[config.mk]
export PLATFORM = sky130hd
export DESIGN_NAME = qar_mem_arbiter_flat
export DESIGN_NICKNAME = d
export VERILOG_FILES = /design/src/rtl/qar_mem_arbiter_if.sv /design/src/rtl/qar_mem_arbiter.sv /design/src/flat_wrapper.sv
export SDC_FILE = /design/constraint.sdc
export NUM_CORES = 1
export LEC_CHECK = 0
export BUFFER_PORTS_ARGS = -buffer_cell sky130_fd_sc_hd__buf_4
export CORE_ASPECT_RATIO = 0.9
export CORE_MARGIN = 3
export CORE_UTILIZATION = 54
export CTS_BUF_LIST = sky130_fd_sc_hd__clkbuf_4 sky130_fd_sc_hd__clkbuf_8
export DETAILED_ROUTE_END_ITERATION = 12
export GPL_ROUTABILITY_DRIVEN = 0
export PLACE_DENSITY = 0.9
export SYNTH_ARGS = -nofsm -noshare
export SYNTH_HDL_FRONTEND = slang
export SYNTH_SLANG_ARGS = --single-unit
[constraint.sdc]
create_clock -name clk -period 5.25 [get_ports clk]
set_clock_uncertainty 0.1 [all_clocks]
set_input_delay 0.2625 -clock clk [delete_from_list [all_inputs] [get_ports clk]]
set_output_delay 0.2625 -clock clk [all_outputs]
set_load 0.05 [all_outputs]
[src/rtl/qar_mem_arbiter_if.sv]
// Signal bundle for the qar_core fetch/data ports and the unified memory bus.
// slave is the arbiter's view; master is the core + memory view.
interface qar_mem_arbiter_if;
  logic        imem_valid;
  logic [31:0] imem_addr;
  logic        imem_ready;
  logic [31:0] imem_rdata;
  logic        mem_valid;
  logic        mem_we;
  logic [31:0] mem_addr;
  logic [31:0] mem_wdata;
  logic        mem_ready;
  logic [31:0] mem_rdata;
  logic        bus_valid;
  logic        bus_we;
  logic [31:0] bus_addr;
  logic [31:0] bus_wdata;
  logic        bus_ready;
  logic [31:0] bus_rdata;
  logic        bus_owner;

  modport slave (
    input  imem_valid, imem_addr, mem_valid, mem_we, mem_addr, mem_wdata, bus_ready, bus_rdata,
    output imem_ready, imem_rdata, mem_ready, mem_rdata, bus_valid, bus_we, bus_addr, bus_wdata,
           bus_owner
  );

  modport master (
    output imem_valid, imem_addr, mem_valid, mem_we, mem_addr, mem_wdata, bus_ready, bus_rdata,
    input  imem_ready, imem_rdata, mem_ready, mem_rdata, bus_valid, bus_we, bus_addr, bus_wdata,
           bus_owner
  );
endinterface

[src/rtl/qar_mem_arbiter.sv]
// Unified memory bus arbiter for qar_core: data port has priority, fetch is
// granted after DATA_BURST_MAX data grants, and a stalled bus times out.
module qar_mem_arbiter #(
  parameter int unsigned DATA_BURST_MAX = 4,
  parameter int unsigned TIMEOUT_CYCLES = 255
) (
  input  logic             clk,
  input  logic             rst_n,
  qar_mem_arbiter_if.slave port,
  input  logic             clear_err,
  output logic             timeout_err,
  output logic             timeout_sticky
);
  localparam int unsigned BURST_LIM = (DATA_BURST_MAX < 32'd1) ? 32'd1 : DATA_BURST_MAX;
  localparam int unsigned BW = $clog2(BURST_LIM + 32'd1);
  localparam int unsigned TW = (TIMEOUT_CYCLES < 32'd2) ? 32'd1 : $clog2(TIMEOUT_CYCLES);

  typedef enum logic [1:0] {
    S_IDLE = 2'd0,
    S_BUSY = 2'd1,
    S_RESP = 2'd2
  } state_t;

  state_t          state_r, state_s;
  logic [BW-1:0]   burst_cnt_r;
  logic [TW-1:0]   tmo_cnt_r;
  logic            owner_r, we_r;
  logic [31:0]     addr_r, wdata_r;
  logic            imem_ready_r, mem_ready_r;
  logic [31:0]     imem_rdata_r, mem_rdata_r;
  logic            timeout_err_r, timeout_sticky_r;
  logic            grant_s, grant_data_s, done_s, tmo_s;
  logic            burst_full_s, tmo_hit_s;

  assign burst_full_s = (32'(burst_cnt_r) == BURST_LIM);
  assign tmo_hit_s    = (TIMEOUT_CYCLES != 32'd0) && (32'(tmo_cnt_r) == TIMEOUT_CYCLES - 32'd1);

  // State register
  always_ff @(posedge clk) begin
    if (!rst_n) state_r <= S_IDLE;
    else        state_r <= state_s;
  end

  // Next-state, grant selection and completion decode
  always_comb begin
    state_s      = state_r;
    grant_s      = 1'b0;
    grant_data_s = 1'b0;
    done_s       = 1'b0;
    tmo_s        = 1'b0;
    case (state_r)
      S_IDLE: begin
        if (port.mem_valid && !(port.imem_valid && burst_full_s)) begin
          grant_s      = 1'b1;
          grant_data_s = 1'b1;
          state_s      = S_BUSY;
        end else if (port.imem_valid) begin
          grant_s = 1'b1;
          state_s = S_BUSY;
        end else begin
          state_s = S_IDLE;
        end
      end
      S_BUSY: begin
        // A completing bus_ready beats a timeout landing in the same cycle
        if (port.bus_ready) begin
          done_s  = 1'b1;
          state_s = S_RESP;
        end else if (tmo_hit_s) begin
          tmo_s   = 1'b1;
          state_s = S_RESP;
        end else begin
          state_s = S_BUSY;
        end
      end
      S_RESP:  state_s = S_IDLE;
      default: state_s = S_IDLE;
    endcase
  end

  // Latch the granted request and track consecutive data grants against a waiting fetch
  always_ff @(posedge clk) begin
    if (!rst_n) begin
      owner_r     <= 1'b0;
      we_r        <= 1'b0;
      addr_r      <= 32'h0000_0000;
      wdata_r     <= 32'h0000_0000;
      burst_cnt_r <= '0;
    end else if (grant_s) begin
      owner_r <= grant_data_s;
      we_r    <= grant_data_s && port.mem_we;
      addr_r  <= grant_data_s ? port.mem_addr : port.imem_addr;
      wdata_r <= grant_data_s ? port.mem_wdata : 32'h0000_0000;
      if (grant_data_s && port.imem_valid) begin
        burst_cnt_r <= burst_full_s ? burst_cnt_r : burst_cnt_r + BW'(1);
      end else begin
        burst_cnt_r <= '0;
      end
    end
  end

  // Busy-cycle counter for the bus timeout
  always_ff @(posedge clk) begin
    if (!rst_n)                 tmo_cnt_r <= '0;
    else if (grant_s)           tmo_cnt_r <= '0;
    else if (state_r == S_BUSY) tmo_cnt_r <= tmo_cnt_r + TW'(1);
  end

  // Owner response: ready pulses for one cycle in RESP, rdata holds otherwise
  always_ff @(posedge clk) begin
    if (!rst_n) begin
      imem_ready_r <= 1'b0;
      mem_ready_r  <= 1'b0;
      imem_rdata_r <= 32'h0000_0000;
      mem_rdata_r  <= 32'h0000_0000;
    end else begin
      imem_ready_r <= 1'b0;
      mem_ready_r  <= 1'b0;
      if (done_s || tmo_s) begin
        if (owner_r) begin
          mem_ready_r <= 1'b1;
          mem_rdata_r <= done_s ? port.bus_rdata : 32'h0000_0000;
        end else begin
          imem_ready_r <= 1'b1;
          imem_rdata_r <= done_s ? port.bus_rdata : 32'h0000_0000;
        end
      end
    end
  end

  // Timeout error pulse and sticky flag; a new timeout wins over clear_err
  always_ff @(posedge clk) begin
    if (!rst_n) begin
      timeout_err_r    <= 1'b0;
      timeout_sticky_r <= 1'b0;
    end else begin
      timeout_err_r <= tmo_s;
      if (tmo_s)          timeout_sticky_r <= 1'b1;
      else if (clear_err) timeout_sticky_r <= 1'b0;
    end
  end

  // bus_valid drops combinationally with bus_ready so a finished request is never re-latched
  assign port.bus_valid  = (state_r == S_BUSY) && !port.bus_ready;
  assign port.bus_we     = we_r;
  assign port.bus_addr   = addr_r;
  assign port.bus_wdata  = wdata_r;
  assign port.bus_owner  = owner_r;
  assign port.imem_ready = imem_ready_r;
  assign port.imem_rdata = imem_rdata_r;
  assign port.mem_ready  = mem_ready_r;
  assign port.mem_rdata  = mem_rdata_r;
  assign timeout_err     = timeout_err_r;
  assign timeout_sticky  = timeout_sticky_r;
endmodule

[src/flat_wrapper.sv]
// flat-port wrapper written by rule: the top's interface ports become plain ports
module qar_mem_arbiter_flat 
#(
  parameter int unsigned DATA_BURST_MAX = 4,
  parameter int unsigned TIMEOUT_CYCLES = 255
)
  (clk, rst_n, clear_err, timeout_err, timeout_sticky, port_imem_valid, port_imem_addr, port_mem_valid, port_mem_we, port_mem_addr, port_mem_wdata, port_bus_ready, port_bus_rdata, port_imem_ready, port_imem_rdata, port_mem_ready, port_mem_rdata, port_bus_valid, port_bus_we, port_bus_addr, port_bus_wdata, port_bus_owner);
  qar_mem_arbiter_if port_i ();
  input  logic clk;
  input  logic rst_n;
  input  logic clear_err;
  output logic timeout_err;
  output logic timeout_sticky;
  input wire logic [$bits(port_i.imem_valid)-1:0] port_imem_valid;
  input wire logic [$bits(port_i.imem_addr)-1:0] port_imem_addr;
  input wire logic [$bits(port_i.mem_valid)-1:0] port_mem_valid;
  input wire logic [$bits(port_i.mem_we)-1:0] port_mem_we;
  input wire logic [$bits(port_i.mem_addr)-1:0] port_mem_addr;
  input wire logic [$bits(port_i.mem_wdata)-1:0] port_mem_wdata;
  input wire logic [$bits(port_i.bus_ready)-1:0] port_bus_ready;
  input wire logic [$bits(port_i.bus_rdata)-1:0] port_bus_rdata;
  output wire logic [$bits(port_i.imem_ready)-1:0] port_imem_ready;
  output wire logic [$bits(port_i.imem_rdata)-1:0] port_imem_rdata;
  output wire logic [$bits(port_i.mem_ready)-1:0] port_mem_ready;
  output wire logic [$bits(port_i.mem_rdata)-1:0] port_mem_rdata;
  output wire logic [$bits(port_i.bus_valid)-1:0] port_bus_valid;
  output wire logic [$bits(port_i.bus_we)-1:0] port_bus_we;
  output wire logic [$bits(port_i.bus_addr)-1:0] port_bus_addr;
  output wire logic [$bits(port_i.bus_wdata)-1:0] port_bus_wdata;
  output wire logic [$bits(port_i.bus_owner)-1:0] port_bus_owner;
  assign port_i.imem_valid = port_imem_valid;
  assign port_i.imem_addr = port_imem_addr;
  assign port_i.mem_valid = port_mem_valid;
  assign port_i.mem_we = port_mem_we;
  assign port_i.mem_addr = port_mem_addr;
  assign port_i.mem_wdata = port_mem_wdata;
  assign port_i.bus_ready = port_bus_ready;
  assign port_i.bus_rdata = port_bus_rdata;
  assign port_imem_ready = port_i.imem_ready;
  assign port_imem_rdata = port_i.imem_rdata;
  assign port_mem_ready = port_i.mem_ready;
  assign port_mem_rdata = port_i.mem_rdata;
  assign port_bus_valid = port_i.bus_valid;
  assign port_bus_we = port_i.bus_we;
  assign port_bus_addr = port_i.bus_addr;
  assign port_bus_wdata = port_i.bus_wdata;
  assign port_bus_owner = port_i.bus_owner;
  qar_mem_arbiter #(.DATA_BURST_MAX(DATA_BURST_MAX), .TIMEOUT_CYCLES(TIMEOUT_CYCLES)) u_core (.clk(clk), .rst_n(rst_n), .port(port_i), .clear_err(clear_err), .timeout_err(timeout_err), .timeout_sticky(timeout_sticky));
endmodule
Word-level counts from Yosys, hierarchy flattened
Cells that the tools add are included.
{"block": "totals", "register_bits": 147, "inputBits": 135, "out_inout_bits": 135, "elab_cells": 60}
{"block": "op_classes", "n_addsub": 2, "n_eq_ne": 4, "muxes": 24, "bitwise": 2, "n_reduce_logical": 15}
{"op": "$mux W32", "count": 3}
{"op": "$mux W1", "count": 15}
{"op": "$add A8 B1 Y8 const B", "count": 1}
{"op": "$eq A8 B8 Y1 const B", "count": 1}
{"op": "$reduce_and A2 Y1", "count": 4}
{"op": "$mux W2", "count": 3}
{"op": "$mux W3", "count": 2}
{"op": "$logic_and A1 B1 Y1", "count": 5}
{"op": "$pmux W2 S2", "count": 1}
{"op": "$add A3 B1 Y3 const B", "count": 1}
{"op": "$eq A3 B3 Y1 const B", "count": 1}
{"op": "$eq A2 B1 Y1 const B", "count": 1}
{"op": "$logic_not A1 Y1", "count": 2}
{"op": "$logic_not A2 Y1", "count": 1}
{"op": "$ne A2 B2 Y1 const B", "count": 1}
{"op": "$not A1 Y1", "count": 2}
{"op": "$reduce_bool A2 Y1", "count": 1}
{"op": "$reduce_or A2 Y1", "count": 1}
{"op": "$logic_or A1 B1 Y1", "count": 1}

Longest topological paths before layout
{"block": "logic_depth", "depth_word": 9, "mapped_depth": 7, "mapped_depth_nobuf": 5}

Worst setup path before layout
Ideal clock, no wire load.
{"block": "synth_timing", "kind": "register -> register", "from": "reg u_core.state_r[1]", "to": "reg u_core.state_r[0]", "setup_ns": 0.072, "arrival_ns": 2.107, "required_ns": 5.078, "path_slack_ns": 2.970, "stages_incl_launch_ff": 5, "path_buffers": 1, "period_less_slack_ns": 2.280, "path_cell_list": "dfxtp_1 buf_2 nor3b_1 o21ai_0 a21oi_1"}
{"block": "synth_between", "elab_chain_len": 2, "word_cells_on_any_way": 3, "cone_classes": "1 x eq/ne; 1 x mux; 1 x reduce/logical"}
{"element": "start, declared", "line": "qar_mem_arbiter.sv:24", "rtl": "state_t state_r, state_s;"}
{"element": "start signal, assigned", "line": "qar_mem_arbiter.sv:41", "rtl": "else state_r <= state_s;"}
{"element": "$eq A2 B1 Y1 / $logic_not A2 Y1 (equally long branches)", "line": "qar_mem_arbiter.sv:51", "rtl": "case (state_r)"}
{"element": "$pmux W2 S2 *", "line": "qar_mem_arbiter.sv:51"}
Mark *: on every way between the ends. The rest lies on a longest branch, timed or not.
A chain may end at the register's enable or synchronous reset.

Worst setup path after layout
{"block": "layout_timing", "from": "reg u_core.state_r[0]", "to": "reg u_core.mem_rdata_r[28] (netlist: u_core.port.mem_rdata[28])"}
{"block": "layout_between", "elab_chain_len": 4, "word_cells_on_any_way": 6, "cone_classes": "1 x eq/ne; 3 x mux; 2 x reduce/logical"}
{"element": "$eq A2 B1 Y1 *", "line": "qar_mem_arbiter.sv:51"}
{"element": "$mux W1", "line": "qar_mem_arbiter.sv:51"}
{"element": "$logic_or A1 B1 Y1", "line": "qar_mem_arbiter.sv:119", "rtl": "if (done_s || tmo_s) begin"}
{"element": "$reduce_and A2 Y1 (no source line)"}
{"element": "end signal, assigned", "line": "qar_mem_arbiter.sv:122", "rtl": "mem_rdata_r <= done_s ? port.bus_rdata : 32'h0000_0000;"}
{"element": "end, declared", "line": "qar_mem_arbiter.sv:30", "rtl": "logic [31:0] imem_rdata_r, mem_rdata_r;"}
Marks and branches as above.

==> results.json <==
{
  "intPower_uw": 2010,
  "tns_ps": 0,
  "cts_buffers": 17,
  "post-route-period-util_pct": 49.6,
  "hold_ws_ps": 30.9,
  "port_buffers": 269,
  "cts-root-buf": "clkbuf_8",
  "synthCells": 741,
  "rsz0062_at_grt": "false",
  "wl_met1_mm": 8.32,
  "switchingPower_uw": 934,
  "cts_tree": "yes",
  "combPwrFrac_pct": 23.7,
  "fin_nets": 1115,
  "pre_cts_ws_ps": 2700,
  "met2WireLength_mm": 10.6,
  "track_usage_pct": 30.7,
  "rows": 37,
  "fillCellCount": 765,
  "dp_hpwl_mm": 13.1,
  "power_density_nw_per_um2": 315,
  "pwr-share-seq_pct": 41.0,
  "relSlewSlack_pct": 21.1,
  "drt-initial-drc-count": 1067,
  "start_util_pct": 56.5,
  "status": "complete, no violations",
  "vias": 7269,
  "dieArea_sq_um": 13600,
  "hold_depth": 3,
  "synth_nets": 880,
  "cp_max_fo": 65,
  "arrival_ps": 2850,
  "worst_r2r_path_depth": 4,
  "clock_latency_ps": 440,
  "ant_nets": 0,
  "fin_ws_ps": 2650,
  "p_sw_share_pct": 31.8,
  "core_area_sq_um": 11700,
  "synth_warnings": 0,
  "irDropWorstVdd_v": 0.000226,
  "ys_seq_area_share_pct": 44.5,
  "p_leak_uw": 0.00393,
  "worst-setup-path-type": "flop to flop",
  "syn2layout_area_growth_pct": 41.0,
  "drive_gt1_share_pct": 32.6,
  "ys_top_cells_by_area": "dfxtp_1 (44%), a31oi_1 (12%), a211oi_1 (7.4%)",
  "pwr-share-clk_pct": 35.3,
  "yosysUniqueCellTypes": 38,
  "viasPerCell": 6.35,
  "fmax_mhz": 384,
  "ios": 270,
  "yosysTopAreaCell": "dfxtp_1",
  "tightest_slew_ps": 1180,
  "fin_crit_ps": 2600,
  "ys.flop_type": "dfxtp_1",
  "final_util_pct": 79.7,
  "clockBufferDepth": 2,
  "fp.dieH_microns": 111,
  "syn_avg_cell_area_sq_um": 8.93,
  "antennaDiodeCount": 0,
  "syn_area_sq_um": 6620,
  "grt_pass1_wl_mm": 34.2,
  "clk_pin_slew_ps": 80,
  "highest_layer": "met4",
  "post_drt_wl_per_cell_microns": 19.0,
  "dr.pass1.iters": 5,
  "start_kind": "flop",
  "grt_pass1_vias": 6702,
  "h-tree-depth": 4,
  "drv_slew": 0,
  "synthArstFlopShare_pct": 0,
  "grt_overflow": 0,
  "synth_top_area_share_pct": 44.5,
  "grt_max_degree": 100,
  "postCtsResizedCells": 0,
  "synth-seq-cells": 147,
  "synth_edf_count": 0,
  "total_power_uw": 2940,
  "hold_viol_final": 0,
  "required_ps": 5490,
  "postCtsSetupBuffers": 0,
  "drc": 0,
  "wl_met3_mm": 1.89,
  "antenna_found_initial": 0,
  "cts.sinks": 147,
  "hold_buffers": 33,
  "worst_setup_path_end_kind": "flop",
  "wl_mm": 21.7,
  "setup_viol": 0,
  "hp-class": "input port to flop",
  "maxCapViolCount": 0,
  "die_w_microns": 123
}
[per-stage QoR]
stage / cell area, sq um / instances
after detailed placement: 8530 / 1080
after global routing: 9330 / 1145
after global placement: 8530 / 1080
after floorplan: 6620 / 741
final: 9330 / 1145
after CTS: 9330 / 1145
[cell usage after synthesis, types with 2 or more instances]
| master | instances |
|---|---|
| a211oi_1 | 65 |
| a21boi_0 | 32 |
| a21oi_1 | 45 |
| a31oi_1 | 128 |
| and3_1 | 34 |
| buf_1 | 13 |
| buf_2 | 8 |
| buf_6 | 6 |
| clkbuf_1 | 70 |
| dfxtp_1 | 147 |
| ha_1 | 4 |
| inv_1 | 6 |
| nand2_1 | 3 |
| nand3_1 | 37 |
| nand3b_1 | 2 |
| nand4_1 | 3 |
| nor2_1 | 6 |
| nor2b_1 | 2 |
| nor3b_1 | 3 |
| o21ai_0 | 42 |
| o21bai_1 | 32 |
| o311a_1 | 32 |
| or2_1 | 2 |
| or3_1 | 4 |
| xnor2_1 | 2 |
[power by group through the flow]
stage | logic (uW) | registers [uW] | clock network, uW
after floorplan | 263 | 1410 | 0
after global placement | 661 | 1230 | 0
after detailed placement | 667 | 1230 | 0
after CTS | 691 | 1200 | 1050
after global routing | 742 | 1210 | 1090
final | 698 | 1210 | 1040
[sequential cells by signal, summed over array words and instances, names as in the netlist]
register	flops
u_core.port.bus_addr	32
u_core.port.bus_wdata	32
u_core.port.imem_rdata	32
u_core.port.mem_rdata	32
u_core.tmo_cnt_r	8
u_core.burst_cnt_r	3
u_core.state_r	2
u_core.port.bus_owner	1
u_core.port.bus_we	1
u_core.port.imem_ready	1
u_core.port.mem_ready	1
u_core.timeout_err	1
u_core.timeout_sticky	1
[cell families (layout without fill, tap and decap cells)]
| kind of cell | count (synthesis) | after routing | share of synthesized area [%] |
|---|---|---|---|
| DFF | 147 | 147 | 44.5 |
| and+or+nand+nor | 105 | 105 | 9.23 |
| xor gates and xnor gates | 2 | 2 | 0.265 |
| AOI/OAI and AO/OA | 380 | 380 | 38.6 |
| adders and majority gates | 4 | 4 | 0.757 |
| buffers and inverters | 103 | 351 | 6.68 |
[routing by layer]
metal | global-route usage, % | vias to the layer above
met4 | 16.0 | 0
li1 | - | 3374
met1 | 38.0 | 3429
met5 | 0 | -
met2 | 48.6 | 394
met3 | 7.86 | 72
[critical path, cell delays in order (launching register included)]
cell,delay [ps]
dfxtp_1,540
and3_4,690
buf_4,630
a31oi_1,210
a211oi_1,310
[placed cells by master, fill, tap and decap left out, types with 2 or more instances in the layout]
cell / netlist / layout
nand3_1: 37 / 36
o21bai_1: 32 / 32
o21ai_0: 42 / 42
bufinv_16: 0 / 5
a21boi_0: 32 / 32
inv_6: 0 / 3
ha_1: 4 / 4
or3_1: 4 / 4
dlygate4sd3_1: 0 / 33
inv_1: 6 / 5
and3_1: 34 / 33
nand4_1: 3 / 3
dfxtp_1: 147 / 147
clkinvlp_4: 0 / 2
clkinv_4: 0 / 2
nor2_1: 6 / 4
buf_4: 0 / 280
nor3b_1: 3 / 3
a31oi_1: 128 / 128
clkbuf_8: 0 / 17
nor2_4: 0 / 2
nand2_1: 3 / 3
o311a_1: 32 / 32
a21oi_1: 45 / 45
nand3b_1: 2 / 2
xnor2_1: 2 / 2
a211oi_1: 65 / 65
[final timing paths]
check	slack, ps	from	to
max	2650	u_core.state_r[0]	u_core.port.mem_rdata[28]
max reg2reg	2650	u_core.state_r[0]	u_core.port.mem_rdata[28]
min reg2reg	380	u_core.port.bus_wdata[28]	u_core.port.bus_wdata[28]
min	30	port_mem_wdata[9]	u_core.port.bus_wdata[9]
[layout make-up]
cell class	count	area (sq um)	area share, %
Clock inverter	14	225	2.41
Multi-Input combinational cell	491	3270	35.1
Inverter	6	22.5	0.241
Clock buffer	18	241	2.59
Timing Repair Buffer	313	2430	26.1
Tap cell	156	195	2.09
Sequential cell	147	2940	31.5
Power figures use the tool's default switching activity.
